===== src/rtl/cache_flush_seq_pkg.sv =====
// Shared types and constants for the cache flush sequencer.
package cache_flush_seq_pkg;

  typedef enum logic [1:0] {
    FS_IDLE,
    FS_WAIT_L1,
    FS_L2_START,
    FS_WAIT_L2
  } flush_state_t;

  localparam int MAX_NUM_L1 = 8;
  localparam int L1D_CH     = 0;
  localparam int L1I_CH     = 1;

endpackage


===== src/rtl/flush_watchdog.sv =====
// Saturating wait-state watchdog: synchronous clear, count enable, expiry flag.
module flush_watchdog #(
  parameter int LG_TIMEOUT = 16
) (
  input  logic clk,
  input  logic reset,
  input  logic clear,
  input  logic enable,
  output logic expired
);

  localparam logic [LG_TIMEOUT-1:0] COUNT_MAX = '1;

  logic [LG_TIMEOUT-1:0] count_q, count_d;

  always_comb begin
    count_d = count_q;
    if (clear) begin
      count_d = '0;
    end else if (enable && (count_q != COUNT_MAX)) begin
      count_d = count_q + 1'b1;
    end
  end

  always_ff @(posedge clk or negedge reset) begin
    if (!reset) begin
      count_q <= '0;
    end else begin
      count_q <= count_d;
    end
  end

  // Flags the cycle whose increment reaches all-ones, so a wait state lasts
  // exactly 2**LG_TIMEOUT-1 cycles before the sequencer abandons it.
  assign expired = enable && !clear && (count_d == COUNT_MAX);

endmodule


===== src/rtl/cache_flush_seq.sv =====
// Flush sequencer: gathers L1 flush requests, waits for all L1 completions, then flushes L2.
module cache_flush_seq
  import cache_flush_seq_pkg::*;
#(
  parameter int NUM_L1     = 2,
  parameter int LG_TIMEOUT = 16,
  parameter int CNT_W      = 32
) (
  input  logic              clk,
  input  logic              reset,
  input  logic [NUM_L1-1:0] flush_req,
  input  logic [NUM_L1-1:0] l1_flush_complete,
  input  logic              l2_bypass,
  input  logic              l2_flush_complete,
  output logic              flush_l2,
  output logic              in_flush_mode,
  output logic              flush_done,
  output logic [NUM_L1-1:0] pending_mask,
  output logic              timeout_err,
  output logic [CNT_W-1:0]  flush_count
);

  flush_state_t      state_q, state_d;
  logic [NUM_L1-1:0] pending_q, pending_d;
  logic [NUM_L1-1:0] queued_q, queued_d;
  logic [NUM_L1-1:0] req_all;
  logic              bypass_q, bypass_d;
  logic              in_flush_q, in_flush_d;
  logic              done_q, done_d;
  logic              timeout_q, timeout_d;
  logic [CNT_W-1:0]  count_q, count_d;
  logic              wd_clear, wd_enable, wd_expired;

  flush_watchdog #(
    .LG_TIMEOUT(LG_TIMEOUT)
  ) u_watchdog (
    .clk    (clk),
    .reset  (reset),
    .clear  (wd_clear),
    .enable (wd_enable),
    .expired(wd_expired)
  );

  assign req_all = flush_req | queued_q;

  always_comb begin
    state_d    = state_q;
    pending_d  = pending_q;
    queued_d   = queued_q;
    bypass_d   = bypass_q;
    in_flush_d = in_flush_q;
    done_d     = 1'b0;
    timeout_d  = timeout_q;
    count_d    = count_q;
    wd_clear   = 1'b1;
    wd_enable  = 1'b0;

    unique case (state_q)
      FS_IDLE: begin
        if (req_all != '0) begin
          pending_d  = req_all & ~l1_flush_complete;
          bypass_d   = l2_bypass;
          queued_d   = '0;
          in_flush_d = 1'b1;
          state_d    = FS_WAIT_L1;
        end
      end

      FS_WAIT_L1: begin
        queued_d  = queued_q | flush_req;
        wd_clear  = 1'b0;
        wd_enable = 1'b1;
        pending_d = pending_q & ~l1_flush_complete;
        // A completing L1 takes priority over a watchdog expiry in the same cycle.
        if (pending_d == '0) begin
          if (bypass_q) begin
            state_d    = FS_IDLE;
            done_d     = 1'b1;
            in_flush_d = 1'b0;
            count_d    = count_q + 1'b1;
          end else begin
            state_d = FS_L2_START;
          end
        end else if (wd_expired) begin
          state_d    = FS_IDLE;
          pending_d  = '0;
          done_d     = 1'b1;
          in_flush_d = 1'b0;
          timeout_d  = 1'b1;
        end
      end

      FS_L2_START: begin
        queued_d = queued_q | flush_req;
        state_d  = FS_WAIT_L2;
      end

      FS_WAIT_L2: begin
        queued_d  = queued_q | flush_req;
        wd_clear  = 1'b0;
        wd_enable = 1'b1;
        if (l2_flush_complete) begin
          state_d    = FS_IDLE;
          done_d     = 1'b1;
          in_flush_d = 1'b0;
          count_d    = count_q + 1'b1;
        end else if (wd_expired) begin
          state_d    = FS_IDLE;
          done_d     = 1'b1;
          in_flush_d = 1'b0;
          timeout_d  = 1'b1;
        end
      end

      default: begin
        state_d = FS_IDLE;
      end
    endcase
  end

  always_ff @(posedge clk or negedge reset) begin
    if (!reset) begin
      state_q    <= FS_IDLE;
      pending_q  <= '0;
      queued_q   <= '0;
      bypass_q   <= 1'b0;
      in_flush_q <= 1'b0;
      done_q     <= 1'b0;
      timeout_q  <= 1'b0;
      count_q    <= '0;
    end else begin
      state_q    <= state_d;
      pending_q  <= pending_d;
      queued_q   <= queued_d;
      bypass_q   <= bypass_d;
      in_flush_q <= in_flush_d;
      done_q     <= done_d;
      timeout_q  <= timeout_d;
      count_q    <= count_d;
    end
  end

  assign flush_l2      = (state_q == FS_L2_START);
  assign in_flush_mode = in_flush_q;
  assign flush_done    = done_q;
  assign pending_mask  = pending_q;
  assign timeout_err   = timeout_q;
  assign flush_count   = count_q;

endmodule


===== config.mk =====
export PLATFORM = sky130hd
export DESIGN_NAME = cache_flush_seq
export DESIGN_NICKNAME = d
export VERILOG_FILES = /design/src/rtl/cache_flush_seq_pkg.sv /design/src/rtl/flush_watchdog.sv /design/src/rtl/cache_flush_seq.sv
export SDC_FILE = /design/constraint.sdc
export NUM_CORES = 1
export LEC_CHECK = 0
export BUFFER_PORTS_ARGS = -buffer_cell sky130_fd_sc_hd__buf_2
export CAP_MARGIN = 20
export CORE_MARGIN = 3
export CORE_UTILIZATION = 30
export DETAILED_ROUTE_END_ITERATION = 12
export GPL_TIMING_DRIVEN = 0
export SLEW_MARGIN = 40
export SYNTH_ARGS = -nofsm -noshare
export SYNTH_HDL_FRONTEND = slang
export SYNTH_SLANG_ARGS = --single-unit

===== constraint.sdc =====
create_clock -name clk -period 2.85 [get_ports clk]
set_input_delay 0.4275 -clock clk [delete_from_list [all_inputs] [get_ports clk]]
set_output_delay 0.4275 -clock clk [all_outputs]
set_load 0.01 [all_outputs]

==> results of run 1 <==
cells in the mapped netlist (3+ instances only):
cell	count	area, µm²
a21oi_1	5	25.0
o211ai_1	5	37.5
a31oi_1	3	18.8
nand3_1	15	75.1
nand4_1	12	75.1
o21bai_1	3	22.5
nor2_1	25	93.8
xnor2_1	29	254
ha_1	6	75.1
mux2i_1	3	30.0
inv_1	12	45.0
nand2_1	34	128
xor2_1	7	61.3
and4_1	4	35.0
dfrtp_1	58	1450
o21ai_0	5	25.0
nor3_1	10	50.1
buf_6	3	33.8
and3_1	10	62.6
kinds of logic (layout without fill, tap and decap cells):
group           count (synthesis)  after routing  share of synthesized area (%)
compound gates                 39             39                           9.40
mux                             3              3                           1.02
simple gates                  130            130                           23.1
buf+inv                        19             82                           3.79
flops                          58             58                           49.4
fa+ha+maj                       6              6                           2.55
xor+xnor                       36             36                           10.7
sequential cells by signal, indices dropped and copies added (netlist names):
signal,flops
flush_count,32
u_watchdog.count_q,16
pending_mask,2
queued_q,2
state_q,2
bypass_q,1
flush_done,1
in_flush_mode,1
timeout_err,1
worst min path at each step:
stage                          startpoint                     to  slack (ns)
after detailed placement  flush_count[31]        flush_count[31]        0.46
after CTS                           reset  u_watchdog.count_q[5]        0.18
final                               reset  u_watchdog.count_q[4]        0.05
after global placement    flush_count[31]        flush_count[31]        0.46
after global routing                reset  u_watchdog.count_q[1]         0.1
after floorplan                     reset               bypass_q        0.13
placed cells by master, fill, tap and decap left out, types with 3 or more instances in the layout:
| master | Yosys | final |
|---|---|---|
| clkinv_2 | 0 | 4 |
| buf_6 | 3 | 4 |
| inv_1 | 12 | 12 |
| xnor2_1 | 29 | 29 |
| nand3_1 | 15 | 15 |
| nand2_1 | 34 | 34 |
| clkbuf_8 | 1 | 11 |
| nor2_1 | 25 | 25 |
| nor3_1 | 10 | 9 |
| ha_1 | 6 | 6 |
| nand4_1 | 12 | 12 |
| a31oi_1 | 3 | 3 |
| o21bai_1 | 3 | 3 |
| mux2i_1 | 3 | 3 |
| dfrtp_1 | 58 | 58 |
| and3_1 | 10 | 10 |
| o21ai_0 | 5 | 4 |
| o211ai_1 | 5 | 5 |
| buf_4 | 2 | 4 |
| buf_2 | 0 | 44 |
| a21oi_1 | 5 | 5 |
| xor2_1 | 7 | 7 |
| and4_1 | 4 | 4 |
metrics by stage:
step	power (mW)	setup slack (ns)	area, µm²
after floorplan	1.58	0.291	2940
after global placement	1.80	0.145	3330
after detailed placement	1.82	0.0667	3340
after CTS	2.68	0.0535	3550
after global routing	2.86	0.00245	3580
final	2.66	0.128	3580
where the power goes:
group | internal (mW) | switching [mW] | total [mW]
Sequential | 0.935 | 0.114 | 1.05
Clock | 0.510 | 0.334 | 0.844
Combinational | 0.323 | 0.441 | 0.764
timing repair:
| action | CTS | global route |
|---|---|---|
| endpoints found under the setup margin | 0 | 7 |
| resized for setup | 0 | 2 |
| setup buffers | 0 | 2 |
final cells by class:
cell class              count  area (µm²)
clock inverters             6        80.1
fillers                   967        5790
inverters                  12        45.0
plain buffers               7        66.3
repair buffers             47         246
multi-input cells         214        1390
flip-flops and latches     58        1450
clock buffers              10         138
well taps                 129         161
worst register-to-register path: stages (launching register included):
cell,delay [ns]
dfrtp_1,0.41
ha_1,0.20
buf_4,0.16
and4_1,0.15
and4b_1,0.19
buf_4,0.16
nor3_2,0.17
o21ai_1,0.11
or4_4,0.54
or2_4,0.30
a41o_1,0.23
per-layer routing:
| metal | part of all wire [%] | global-route usage [%] | wire (µm) |
|---|---|---|---|
| met1 | 49 | 16.6 | 3120 |
| met2 | 45 | 18.1 | 2840 |
| met3 | 4.5 | 3.21 | 287 |
| met4 | 1.3 | 6.19 | 80 |
| met5 | 0 | 0 | 0 |
==> results_dict.tcl, run 1 <==
set metrics [dict create \
    placedCellCount 465 \
    vias 2293 \
    slowest_stage "or4_4" \
    wl_per_cell_um 13.1 \
    hold_class "primary input to async pin" \
    worst_slew_pin_slew_ns 0.645 \
    grt_overflow 0 \
    rsz0062_at_grt "no" \
    irDropWorstVdd_v 0.000257 \
    synth-main-ff-cell "dfrtp_1" \
    synth_warnings 0 \
    r2r_end "state_q[1]" \
    grt_max_degree 59 \
    powerDensity_nw_per_um2 743 \
    nets 363 \
    rrSetupSlack_ns 0.13 \
    setup_viol 0 \
    slew_viol_final 0 \
    grt_pass1_wl_mm 10.9 \
    r2r-start "u_watchdog.count_q[0]" \
    cp-start-kind "flop" \
    syn2layout_area_growth_pct 21.7 \
    drc 0 \
    drive_gt1_share_pct 22.6 \
    die_h_um 105 \
    cts_buffer_depth 2 \
    core_area_um2 9370 \
    root_buffer "clkbuf_8" \
    numCtsBuffers 9 \
    critPathMaxFanout 9 \
    yosysUniqueCellTypes 51 \
    cp-endpoint "state_q[1]" \
    n_antenna_cell 0 \
    start_util_pct 31.4 \
    whs_ns 0.0517 \
    wl_mm 6.33 \
    cp_common_cell "buf_4" \
    critical_path_depth 10 \
    crit_family "simple AND/OR/NAND/NOR gates" \
    syn_area_per_cell_um2 10.1 \
    cts.clk_slew.worst_paths_ns 0.07 \
    clock_sinks 58 \
    fin_util_pct 38.2 \
    cp_data_required_time_ns 3.08 \
    vias_per_cell 4.75 \
    final_antenna_net_count 0 \
    antenna_found_initial 0 \
    synthesis.area_um2 2940 \
    fin_tns_setup_ns 0 \
    io_pins 46 \
    stdcell_count 483 \
    worstSetupPathType "flop to flop" \
    yosysSeqAreaShare_pct 49.4 \
    async_reset_ff_share_pct 100 \
    status "complete, no violations" \
    synth_fp_nets 305 \
    synth-seq-cells 58 \
    fin_crit_sh_pct 95.5 \
    detailedRoute.firstIterationViolations 138 \
    p_leak_nw 1.69 \
    crit_path_start "u_watchdog.count_q[0]" \
    clk_latency_ns 0.34 \
    num_rows 35 \
    max-slew-margin-rel_pct 56.6 \
    h-tree-depth 3 \
    reg2reg_depth 10 \
    hold_buffers 0 \
    firstDrtPassIters 6 \
    hold_viol_final 0 \
    path_cells "ha_1, buf_4, and4_1, and4b_1, buf_4, nor3_2, o21ai_1, or4_4, or2_4, a41o_1" \
    fmax_mhz 367 \
    syn_inst 291 \
    crit_buf_inv 2 \
    gp_congestion 0.826 \
    grt_pass1_vias 2255 \
    cts_tree "yes" \
    worstPathArrival_ns 2.95 \
    track_usage_pct 12.3 \
    port_buffers 45 \
    slowest_delay_ns 0.54 \
    dp_hpwl_mm 4.50 \
    clock-skew-final_ns 0.00883 \
    crit_path_end_kind "flop" \
    min_period_ns 2.72 \
    dieArea_um2 11000 \
    synth-edff-count 0 \
    die_w_um 105 \
    cap_viol_max_count 0 \
]
Note: power is estimated with default switching activity, not from simulation.
==> run 2, diff against run 1 <==
--- a/config.mk
+++ b/config.mk
@@ -8,9 +8,11 @@
 export BUFFER_PORTS_ARGS = -buffer_cell sky130_fd_sc_hd__buf_2
 export CAP_MARGIN = 20
 export CORE_MARGIN = 3
-export CORE_UTILIZATION = 30
+export CORE_UTILIZATION = 55
+export CTS_BUF_LIST = sky130_fd_sc_hd__clkbuf_16
 export DETAILED_ROUTE_END_ITERATION = 12
 export GPL_TIMING_DRIVEN = 0
+export PLACE_DENSITY = 0.78
 export SLEW_MARGIN = 40
 export SYNTH_ARGS = -nofsm -noshare
 export SYNTH_HDL_FRONTEND = slang
==> results_dict.tcl, run 2 (same netlist as run 1, synthesis figures left out) <==
set metrics [dict create \
    hold_buffers 0 \
    slew_viol_final 0 \
    drive_gt1_share_pct 21.6 \
    grt_max_degree 59 \
    port_buffers 45 \
    nets 361 \
    grt_pass1_vias 2255 \
    layout_commonest_cell "dfrtp_1" \
    vias_per_cell 5.60 \
    vias 2348 \
    worstSetupPathType "flop to flop" \
    worstPathArrival_ns 2.92 \
    start_util_pct 59.5 \
    antenna_found_initial 0 \
    dp_hpwl_mm 4.07 \
    grt_pass1_wl_mm 10.5 \
    powerDensity_nw_per_um2 775 \
    grt_overflow 0 \
    p_leak_nw 1.69 \
    dieArea_um2 6260 \
    wl_mm 5.93 \
    finalPower_mw 2.73 \
    h-tree-depth 3 \
    final_antenna_net_count 0 \
    design_area_um2 3520 \
    mostFrequentLayoutCells "dfrtp_1, buf_2, nand2_1" \
    fin_crit_sh_pct 95.2 \
    whs_ns 0.172 \
    fmax_mhz 369 \
    cp_data_required_time_ns 3.06 \
    io_pins 46 \
    n_antenna_cell 0 \
    wl_per_cell_um 14.1 \
    irDropWorstVdd_v 0.000390 \
    largest_register_ff_count 32 \
    setup_viol 0 \
    worst_slew_pin_slew_ns 0.708 \
    hold_viol_final 0 \
    gp_congestion 0.807 \
    firstDrtPassIters 4 \
    root_buffer "clkbuf_16" \
    core_area_um2 4940 \
    status "complete, no violations" \
    fillCellCount 395 \
    fin_tns_setup_ns 0 \
    syn2layout_area_growth_pct 19.8 \
    cap_viol_max_count 0 \
    drc 0 \
    hold_class "primary input to async pin" \
    numCtsBuffers 9 \
    min_period_ns 2.71 \
    num_rows 25 \
    clk_latency_ns 0.32 \
    track_usage_pct 21.5 \
    rsz0062_at_grt "no" \
    dpl_cell_area_um2 3260 \
    cp-start-kind "flop" \
    crit_path_end_kind "flop" \
    clock-skew-final_ns 0.00595 \
    critPathMaxFanout 9 \
    clock_sinks 58 \
    max-slew-margin-rel_pct 52.8 \
    cts.clk_slew.worst_paths_ns 0.05 \
    die_h_um 79.1 \
    die_w_um 79.1 \
    cts_buffer_depth 2 \
    detailedRoute.firstIterationViolations 116 \
    cts_tree "yes" \
]
==> run 2: cell count changes in the layout (fill, tap and decap cells not counted), sizes merged <==
cell,delta
buf,-2
bufinv,-2
clkbuf,-1
clkinvlp,+2
inv,+1
==> run 2: area by class of cell <==
cell class | instances | area [µm²] | area share, %
multi-input cells | 214 | 1390 | 39.3
clock buffers | 9 | 225 | 6.39
well taps | 67 | 83.8 | 2.38
repair buffers | 45 | 228 | 6.46
plain buffers | 7 | 66.3 | 1.88
inverters | 12 | 45.0 | 1.28
clock inverters | 7 | 37.5 | 1.07
flip-flops and latches | 58 | 1450 | 41.2
==> run 2: path summary, 6_finish.rpt <==
path | cells after the start | end | start | slack (ns)
max | 10 | state_q[1] | u_watchdog.count_q[0] | 0.14
min | 1 | pending_mask[0] | reset | 0.17
max reg2reg | 10 | state_q[1] | u_watchdog.count_q[0] | 0.14
min reg2reg | 1 | flush_count[31] | flush_count[31] | 0.47
max in group asynchronous | 1 | u_watchdog.count_q[12] | reset | 2.22
min in group clk | 3 | bypass_q | l2_bypass | 0.36
==> run 2: worst max-delay path: stages (launching register included) <==
cell,delay (ns)
dfrtp_1,0.42
ha_1,0.21
buf_4,0.16
and4_1,0.14
and4b_1,0.19
buf_4,0.15
nor3_1,0.17
o21ai_1,0.10
or4_4,0.54
or2_4,0.29
a41o_1,0.23
==> run 2: power breakdown <==
group          internal [mW]  leakage (nW)  switching (mW)
logic                  0.308         0.776           0.443
clock network          0.575         0.130           0.354
registers              0.937         0.786           0.112
==> run 2: routing by layer <==
metal / track usage (%) / share of wire (%) / vias to the layer above
li1: - / - / 1152
met3: 4.08 / 5.0 / 8
met1: 28.1 / 45 / 1121
met5: 0 / 0 / -
met4: 13.2 / 1.7 / 0
met2: 33.2 / 48 / 67
==> run 2: per-stage QoR <==
stage	cells	utilization [%]	worst slack, ns
after floorplan	291	-	0.291
after global placement	403	65.7	0.171
after detailed placement	403	65.9	0.141
after CTS	419	71.2	0.128
after global routing	419	71.3	0.00953
final	419	71.3	0.138
==> run 2: timing repair <==
item                       in CTS  in global routing
buffers inserted                0                  0
resized for setup               0                  1
setup endpoints to repair       0                  1
